<file path="config.mk">
export PLATFORM = sky130hd
export DESIGN_NAME = gh_uart_rx_ctrl_flat
export DESIGN_NICKNAME = d
export VERILOG_FILES = /design/src/rtl/gh_uart_rx_ctrl_pkg.sv /design/src/rtl/gh_uart_rx_ctrl_if.sv /design/src/rtl/gh_uart_rx_fifo.sv /design/src/rtl/gh_uart_rx_ctrl.sv /design/src/flat_wrapper.sv
export SDC_FILE = /design/constraint.sdc
export NUM_CORES = 1
export LEC_CHECK = 0
export CORE_MARGIN = 4
export CORE_UTILIZATION = 59
export CTS_CLUSTER_DIAMETER = 50
export CTS_CLUSTER_SIZE = 30
export DETAILED_ROUTE_END_ITERATION = 7
export PLACE_DENSITY = 0.79
export SYNTH_ARGS = -nofsm -noshare
export SYNTH_HDL_FRONTEND = slang
export SYNTH_HIERARCHICAL = 1
export SYNTH_SLANG_ARGS = --single-unit
</file>
<file path="constraint.sdc">
create_clock -name clk_i -period 3.9 [get_ports clk_i]
set_input_delay 0.78 -clock clk_i [delete_from_list [all_inputs] [get_ports clk_i]]
set_output_delay 0.78 -clock clk_i [all_outputs]
set_load 0.005 [all_outputs]
</file>
<file path="src/rtl/gh_uart_rx_ctrl_pkg.sv">
// Shared types for the UART receive controller: capture-FSM encoding, FIFO entry layout
// and the trigger-level lookup.
package gh_uart_rx_ctrl_pkg;

  typedef logic [1:0] cap_state_t;

  localparam cap_state_t CAP_IDLE = 2'd0;
  localparam cap_state_t CAP_PUSH = 2'd1;
  localparam cap_state_t CAP_WAIT = 2'd2;

  typedef struct packed {
    logic       bi;
    logic       fe;
    logic       pe;
    logic [7:0] d;
  } rx_entry_t;

  function automatic int trig_level(input logic [1:0] sel, input int depth);
    case (sel)
      2'b00:   return 1;
      2'b01:   return 4;
      2'b10:   return 8;
      default: return depth - 2;
    endcase
  endfunction

endpackage

</file>
<file path="src/rtl/gh_uart_rx_ctrl_if.sv">
// Bundle between the receive controller, the Rx core (character side) and the
// register-file decode (host side).
interface gh_uart_rx_ctrl_if #(
  parameter int DEPTH = 16
);
  localparam int CNT_W = $clog2(DEPTH) + 1;

  logic [7:0]       rx_d;
  logic             rx_d_rdy;
  logic             rx_pe;
  logic             rx_fe;
  logic             rx_bi;
  logic             fifo_clr;
  logic             rd;
  logic             lsr_rd;

  logic [7:0]       rd_data;
  logic [4:0]       lsr;
  logic             dr;
  logic [CNT_W-1:0] count;
  logic             rda_itr;
  logic             rls_itr;
  logic             tmo_itr;

  modport slave (
    input  rx_d, rx_d_rdy, rx_pe, rx_fe, rx_bi, fifo_clr, rd, lsr_rd,
    output rd_data, lsr, dr, count, rda_itr, rls_itr, tmo_itr
  );

  modport master (
    output rx_d, rx_d_rdy, rx_pe, rx_fe, rx_bi, fifo_clr, rd, lsr_rd,
    input  rd_data, lsr, dr, count, rda_itr, rls_itr, tmo_itr
  );

endinterface

</file>
<file path="src/rtl/gh_uart_rx_fifo.sv">
// DEPTH-entry synchronous FIFO of received characters with their error flags.
// Pop is taken before push, so a push into a full FIFO succeeds when a pop lands on the same clock.
module gh_uart_rx_fifo
  import gh_uart_rx_ctrl_pkg::*;
#(
  parameter int DEPTH = 16
) (
  input  logic                        clk_i,
  input  logic                        rst_n_i,
  input  logic                        push_i,
  input  logic                        pop_i,
  input  logic                        clr_i,
  input  rx_entry_t                   wdata_i,
  output rx_entry_t                   rdata_o,
  output logic                        full_o,
  output logic                        empty_o,
  output logic [$clog2(DEPTH):0]      count_o
);
  localparam int PTR_W = $clog2(DEPTH);
  localparam int CNT_W = PTR_W + 1;
  localparam logic [PTR_W-1:0] PTR_ONE = PTR_W'(1);
  localparam logic [CNT_W-1:0] CNT_ONE = CNT_W'(1);

  rx_entry_t        mem_q [DEPTH];
  logic [PTR_W-1:0] wptr_q, rptr_q;
  logic [CNT_W-1:0] count_q;
  logic             wr_en, rd_en;

  assign empty_o = (count_q == '0);
  assign full_o  = (count_q == CNT_W'(DEPTH));
  assign rd_en   = pop_i && !empty_o;
  assign wr_en   = push_i && (!full_o || rd_en);
  assign count_o = count_q;
  assign rdata_o = empty_o ? '0 : mem_q[rptr_q];

  always_ff @(posedge clk_i) begin
    if (!rst_n_i || clr_i) begin
      wptr_q  <= '0;
      rptr_q  <= '0;
      count_q <= '0;
    end else begin
      if (wr_en) wptr_q <= wptr_q + PTR_ONE;
      if (rd_en) rptr_q <= rptr_q + PTR_ONE;
      case ({wr_en, rd_en})
        2'b10:   count_q <= count_q + CNT_ONE;
        2'b01:   count_q <= count_q - CNT_ONE;
        default: count_q <= count_q;
      endcase
    end
  end

  always_ff @(posedge clk_i) begin
    if (rst_n_i && !clr_i && wr_en) mem_q[wptr_q] <= wdata_i;
  end

endmodule

</file>
<file path="src/rtl/gh_uart_rx_ctrl.sv">
// UART receive controller: one push per Rx-core character, line status, RDA/RLS interrupts.
// Define GH_UART_RX_TIMEOUT_EN to build the character-timeout counter and tmo_itr.
//   state    | meaning
//   CAP_IDLE | waiting for rx_d_rdy
//   CAP_PUSH | writing the character into the FIFO this clock
//   CAP_WAIT | character taken, waiting for rx_d_rdy to drop
module gh_uart_rx_ctrl
  import gh_uart_rx_ctrl_pkg::*;
#(
  parameter int DEPTH = 16
) (
  input  logic               clk_i,
  input  logic               rst_n_i,
  input  logic               brcx16_i,
  input  logic [3:0]         num_bits_i,
  input  logic               parity_en_i,
  input  logic [1:0]         trig_sel_i,
  gh_uart_rx_ctrl_if.slave   rx_if
);
  localparam int PTR_W = $clog2(DEPTH);
  localparam int CNT_W = PTR_W + 1;
  localparam logic [CNT_W-1:0] CNT_ONE = CNT_W'(1);

  cap_state_t       state_q, state_d;
  rx_entry_t        wentry, head;
  logic             push, pop, push_ok, full, empty;
  logic             entry_err, head_err;
  logic             oe_q, oe_d;
  logic [CNT_W-1:0] err_cnt_q, err_cnt_d, count, trig_lvl;

  always_comb begin
    state_d = state_q;
    case (state_q)
      CAP_IDLE: if (rx_if.rx_d_rdy) state_d = CAP_PUSH;
      CAP_PUSH: state_d = CAP_WAIT;
      CAP_WAIT: if (!rx_if.rx_d_rdy) state_d = CAP_IDLE;
      default:  state_d = CAP_IDLE;
    endcase
  end

  assign push      = (state_q == CAP_PUSH);
  assign pop       = rx_if.rd && !empty;
  assign push_ok   = push && (!full || pop);
  assign wentry    = {rx_if.rx_bi, rx_if.rx_fe, rx_if.rx_pe, rx_if.rx_d};
  assign entry_err = wentry.bi | wentry.fe | wentry.pe;
  assign head_err  = head.bi | head.fe | head.pe;

  gh_uart_rx_fifo #(.DEPTH(DEPTH)) u_fifo (
    .clk_i   (clk_i),
    .rst_n_i (rst_n_i),
    .push_i  (push),
    .pop_i   (rx_if.rd),
    .clr_i   (rx_if.fifo_clr),
    .wdata_i (wentry),
    .rdata_o (head),
    .full_o  (full),
    .empty_o (empty),
    .count_o (count)
  );

  // Overrun set beats an LSR-read clear; a flush clears regardless.
  always_comb begin
    oe_d      = oe_q;
    err_cnt_d = err_cnt_q;
    if (rx_if.fifo_clr) begin
      oe_d      = 1'b0;
      err_cnt_d = '0;
    end else begin
      if (push && full && !pop) oe_d = 1'b1;
      else if (rx_if.lsr_rd)    oe_d = 1'b0;
      case ({push_ok && entry_err, pop && head_err})
        2'b10:   err_cnt_d = err_cnt_q + CNT_ONE;
        2'b01:   err_cnt_d = err_cnt_q - CNT_ONE;
        default: err_cnt_d = err_cnt_q;
      endcase
    end
  end

  always_ff @(posedge clk_i) begin
    if (!rst_n_i) begin
      state_q   <= CAP_IDLE;
      oe_q      <= 1'b0;
      err_cnt_q <= '0;
    end else begin
      state_q   <= state_d;
      oe_q      <= oe_d;
      err_cnt_q <= err_cnt_d;
    end
  end

  assign trig_lvl      = CNT_W'(trig_level(trig_sel_i, DEPTH));
  assign rx_if.rd_data = head.d;
  assign rx_if.lsr     = {err_cnt_q != '0, head.bi, head.fe, head.pe, oe_q};
  assign rx_if.dr      = !empty;
  assign rx_if.count   = count;
  assign rx_if.rda_itr = (count >= trig_lvl);
  assign rx_if.rls_itr = oe_q | head_err;

`ifdef GH_UART_RX_TIMEOUT_EN
  logic [9:0] tmo_q, tmo_d, tmo_lim;
  logic [3:0] char_bits;

  // Four characters of 16 ticks per bit: 64 * (data + parity + start + stop).
  assign char_bits = num_bits_i + {3'b000, parity_en_i} + 4'd2;
  assign tmo_lim   = {char_bits, 6'b000000};

  always_comb begin
    tmo_d = tmo_q;
    if (push || pop || rx_if.fifo_clr || empty) tmo_d = '0;
    else if (brcx16_i && (tmo_q < tmo_lim))     tmo_d = tmo_q + 10'd1;
  end

  always_ff @(posedge clk_i) begin
    if (!rst_n_i) tmo_q <= '0;
    else          tmo_q <= tmo_d;
  end

  assign rx_if.tmo_itr = (tmo_q >= tmo_lim);
`else
  logic unused_tmo_cfg;
  assign unused_tmo_cfg = ^{brcx16_i, num_bits_i, parity_en_i};
  assign rx_if.tmo_itr  = 1'b0;
`endif

endmodule

</file>
<file path="src/flat_wrapper.sv">
// flat-port wrapper written by rule: the top's interface ports become plain ports
module gh_uart_rx_ctrl_flat import gh_uart_rx_ctrl_pkg::*;
#(
  parameter int DEPTH = 16
)
  (clk_i, rst_n_i, brcx16_i, num_bits_i, parity_en_i, trig_sel_i, rx_if_rx_d, rx_if_rx_d_rdy, rx_if_rx_pe, rx_if_rx_fe, rx_if_rx_bi, rx_if_fifo_clr, rx_if_rd, rx_if_lsr_rd, rx_if_rd_data, rx_if_lsr, rx_if_dr, rx_if_count, rx_if_rda_itr, rx_if_rls_itr, rx_if_tmo_itr);
  gh_uart_rx_ctrl_if #(.DEPTH(DEPTH)) rx_if_i ();
  input  logic clk_i;
  input  logic rst_n_i;
  input  logic brcx16_i;
  input  logic [3:0] num_bits_i;
  input  logic parity_en_i;
  input  logic [1:0] trig_sel_i;
  input wire logic [$bits(rx_if_i.rx_d)-1:0] rx_if_rx_d;
  input wire logic [$bits(rx_if_i.rx_d_rdy)-1:0] rx_if_rx_d_rdy;
  input wire logic [$bits(rx_if_i.rx_pe)-1:0] rx_if_rx_pe;
  input wire logic [$bits(rx_if_i.rx_fe)-1:0] rx_if_rx_fe;
  input wire logic [$bits(rx_if_i.rx_bi)-1:0] rx_if_rx_bi;
  input wire logic [$bits(rx_if_i.fifo_clr)-1:0] rx_if_fifo_clr;
  input wire logic [$bits(rx_if_i.rd)-1:0] rx_if_rd;
  input wire logic [$bits(rx_if_i.lsr_rd)-1:0] rx_if_lsr_rd;
  output wire logic [$bits(rx_if_i.rd_data)-1:0] rx_if_rd_data;
  output wire logic [$bits(rx_if_i.lsr)-1:0] rx_if_lsr;
  output wire logic [$bits(rx_if_i.dr)-1:0] rx_if_dr;
  output wire logic [$bits(rx_if_i.count)-1:0] rx_if_count;
  output wire logic [$bits(rx_if_i.rda_itr)-1:0] rx_if_rda_itr;
  output wire logic [$bits(rx_if_i.rls_itr)-1:0] rx_if_rls_itr;
  output wire logic [$bits(rx_if_i.tmo_itr)-1:0] rx_if_tmo_itr;
  assign rx_if_i.rx_d = rx_if_rx_d;
  assign rx_if_i.rx_d_rdy = rx_if_rx_d_rdy;
  assign rx_if_i.rx_pe = rx_if_rx_pe;
  assign rx_if_i.rx_fe = rx_if_rx_fe;
  assign rx_if_i.rx_bi = rx_if_rx_bi;
  assign rx_if_i.fifo_clr = rx_if_fifo_clr;
  assign rx_if_i.rd = rx_if_rd;
  assign rx_if_i.lsr_rd = rx_if_lsr_rd;
  assign rx_if_rd_data = rx_if_i.rd_data;
  assign rx_if_lsr = rx_if_i.lsr;
  assign rx_if_dr = rx_if_i.dr;
  assign rx_if_count = rx_if_i.count;
  assign rx_if_rda_itr = rx_if_i.rda_itr;
  assign rx_if_rls_itr = rx_if_i.rls_itr;
  assign rx_if_tmo_itr = rx_if_i.tmo_itr;
  gh_uart_rx_ctrl #(.DEPTH(DEPTH)) u_core (.clk_i(clk_i), .rst_n_i(rst_n_i), .brcx16_i(brcx16_i), .num_bits_i(num_bits_i), .parity_en_i(parity_en_i), .trig_sel_i(trig_sel_i), .rx_if(rx_if_i));
endmodule
</file>
==> metrics <==
vias in the first global route ~4900; GR Layer Usage met2 0.3685; Slew Limit Fails 0; hpwl dp 11.26 mm; Sw Ratio 0.2082; Tcrit/Tclk final 0.9851; Remaining DRCs 0; die height about 130 um; Clock Skews 0.01396 ns; syn nets 539; synth-to-layout area growth 15.76%; core area between 10000 and 15000 um^2; Post-Syn Instances roughly 500; status completed; CTS Hold Bufs 0; Worst Path Max Fanout 15; total wire length ~17 mm; routed vias/inst between 6 and 7; number of distinct library cells after synthesis between 50 and 60; site row count 43; DR pass1 iterations 5; ant diodes 0; reg2reg path depth 14; fmax between 200 and 300 MHz; routability cong. 0.8635; Clk network pwr share 0.398; Critical Path Source Type register; EDFF count, synth 176; via count ~4700; Final Util 0.7050; TritonCTS clock tree done; CP max stage cell mux4_2; Worst-path clk slew around 0.070 ns; Synth warnings 6; crit end category primary output; number of I/O pins 47; IO buf count 39; buffers plus inverters on the worst setup path 3; drt wl/cell ~23 um; setup repair bufs after CTS 0; Netlist Area Pre-Place about 8500 um^2; register area share after synthesis 0.6791; number of antenna violations at the first check in global routing 0; WP data arrival approximately 3.1 ns; initial drt markers just under 400; die width 128.2 um; post-synthesis register bit count between 200 and 250; placed inst area 9260 um^2; ys flop type edfxtp_1; Hold Path Cell Cnt 1; die area about 16000 um^2; met1 usage 0.3083; Hold Crit Class reg -> reg; Static Leak between 0.003 and 0.004 uW; Synth async-reset ratio 0; CP top delay family buffers and inverters; Total GRT Usage 0.2191; GR met3 Demand/Resource 0.02542; Syn Area/Cell between 15 and 20 um^2; clock buffer depth 3; PD cells ~430 nW/um^2; Clock Tree Root clkbuf_16; clk_lat worst skew between 0.4 and 0.5 ns; CP Cell Sequence buf_8 > mux4_2 > a211oi_1 > a211oi_2 > nor3_2 > buf_4 > nand2b_1 > clkdlybuf4s50_1; cell depth of the worst setup path 8; Starting Density 0.6090; Max-cap violations 0; crit path kind reg -> out; maximum VDD drop ~0.3 mV; placed cell count 727; total CTS buffers 16; P_int around 3400 uW; share of post-route cells with drive strength above 1 0.2209; Seq pwr share 0.550; TNS Setup 0 ns; Clock Sinks 201; largest net degree at the start of global routing 23; worst rel slew slack 0.4726; net switching power a little under 900 uW; Worst EP required around 3.1 ns; global-route wire length before repair roughly 27 mm; Final Instance Area 9862 um^2; grt total ovfl 0; Post-Layout Cell Count 755; Antenna Nets Post-Route 0; fin nets roughly 610; Top Usage Layer GRT met2; final count of hold timing violations 0; combinational share of power 0.052; fin crit period between 3 and 4 ns; htree depth 1; largest stage delay on the critical path 0.54 ns; Finish-stage setup viols 0; worst-margin pin slew approximately 0.8 ns
-- layer usage --
| metal | wire [um] | up-vias |
|---|---|---|
| li1 | - | 2096 |
| met1 | 7030 | 2410 |
| met2 | 8718 | 193 |
| met3 | 1155 | 42 |
| met4 | 503 | 0 |
| met5 | 0 | - |
-- worst paths after layout --
path | slack [ns] | from | to
max | 0.06 | register | rx_if_rls_itr
min | 0.44 | u_core/state_q[0]$_SDFFE_PN0P_ | u_core/state_q[0]$_SDFFE_PN0P_
max reg2reg | 0.34 | register | u_core/err_cnt_q[2]$_SDFFE_PP0P_
min reg2reg | 0.44 | u_core/state_q[0]$_SDFFE_PN0P_ | u_core/state_q[0]$_SDFFE_PN0P_
-- kinds of logic after synthesis --
logic type               synth area share
AO/OA/AOI/OAI                     0.05493
XOR/XNOR                          0.01028
adder cells (fa/ha/maj)           0.02585
buffers and inverters             0.02658
flip-flops                         0.6791
multiplexers                       0.1341
other                           0.0004402
AND/OR/NAND/NOR                   0.06873
-- timing repair --
item	CTS	global route
pin swaps	0	1
resized for setup	3	7
setup endpoints to repair	2	2
-- layout by cell type (no fill, tap or decap), drive strengths merged, types with 2 or more instances in the layout --
cell           count
edfxtp           176
mux4              44
nor2              43
buf               40
clkdlybuf4s50     39
dfxtp             25
a211oi            25
clkbuf            21
nor2b             17
ha                16
inv               16
mux2i             14
nand2             10
xor2               8
nand3              7
o21ai              7
nand2b             6
a21oi              6
a21o               4
nand4              4
nor3b              3
clkinv             3
o211ai             3
a211o              2
nor4b              2
a31oi              2
or3                2
nand3b             2
o21a               2
xnor2              2
nor3               2
nor4               2
or4                2
o31ai              2
-- final cells by class --
cell class / count / area [um^2]
sequential: 201 / 5794
fill: 894 / 4126
multi-input combinational: 254 / 2527
timing repair buffer: 79 / 701.9
clock buffer: 21 / 461.7
tap: 180 / 225.2
clock inverter: 7 / 102.6
inverter: 13 / 48.80
-- metrics by stage --
| stage | setup slack [ns] | power (uW) | hold slack, ns |
|---|---|---|---|
| 2_1_floorplan | 0.5954 | 2506 | 0.4063 |
| 3_3_place_gp | 0.3250 | 2609 | 0.4171 |
| 3_5_place_dp | 0.3290 | 2617 | 0.4297 |
| 4_1_cts | 0.02692 | 4296 | 0.4389 |
| 5_1_grt | -0.01704 | 4419 | 0.4487 |
| 6_report | 0.05815 | 4265 | 0.4373 |
-- cell usage after synthesis (all sizes together) (2+ instances only) --
master | n | area [um^2]
or4 | 2 | 18.77
ha | 16 | 200.2
nand3b | 2 | 15.01
edfxtp | 176 | 5285
buf | 22 | 151.4
mux4 | 44 | 991.0
inv | 13 | 48.79
nor4b | 2 | 17.52
o21ai | 7 | 57.55
nand2 | 10 | 37.54
nand2b | 6 | 37.54
a21o | 4 | 30.03
a21oi | 6 | 30.03
xnor2 | 2 | 17.52
o211ai | 3 | 36.28
clkbuf | 7 | 26.28
o21a | 2 | 15.01
o31ai | 2 | 20.02
nor4 | 2 | 18.77
mux2i | 14 | 140.1
nand3 | 7 | 35.03
a31oi | 2 | 12.51
nor2 | 43 | 168.9
a211oi | 25 | 192.7
nand4 | 4 | 25.02
nor3 | 2 | 10.01
nor2b | 17 | 106.4
dfxtp | 25 | 500.5
a211o | 2 | 17.52
or3 | 2 | 12.51
nor3b | 3 | 22.52
xor2 | 8 | 70.07
-- power by group through the flow --
stage | Clock (uW) | Combinational, uW | Sequential, uW
6_report | 1700 | 222 | 2350
5_1_grt | 1830 | 243 | 2350
2_1_floorplan | 0 | 111 | 2390
4_1_cts | 1730 | 222 | 2350
3_3_place_gp | 0 | 211 | 2400
3_5_place_dp | 0 | 219 | 2400
-- state kept, by name, indices dropped and copies added (netlist names), named ones only --
signal / cells
u_core/u_fifo/rptr_q: 4
u_core/oe_q: 1
u_core/u_fifo/mem_q: 176
u_core/err_cnt_q: 5
u_core/state_q: 2
u_core/u_fifo/wptr_q: 4
u_core/u_fifo/count_o: 5
Power figures use the tool's default switching activity.
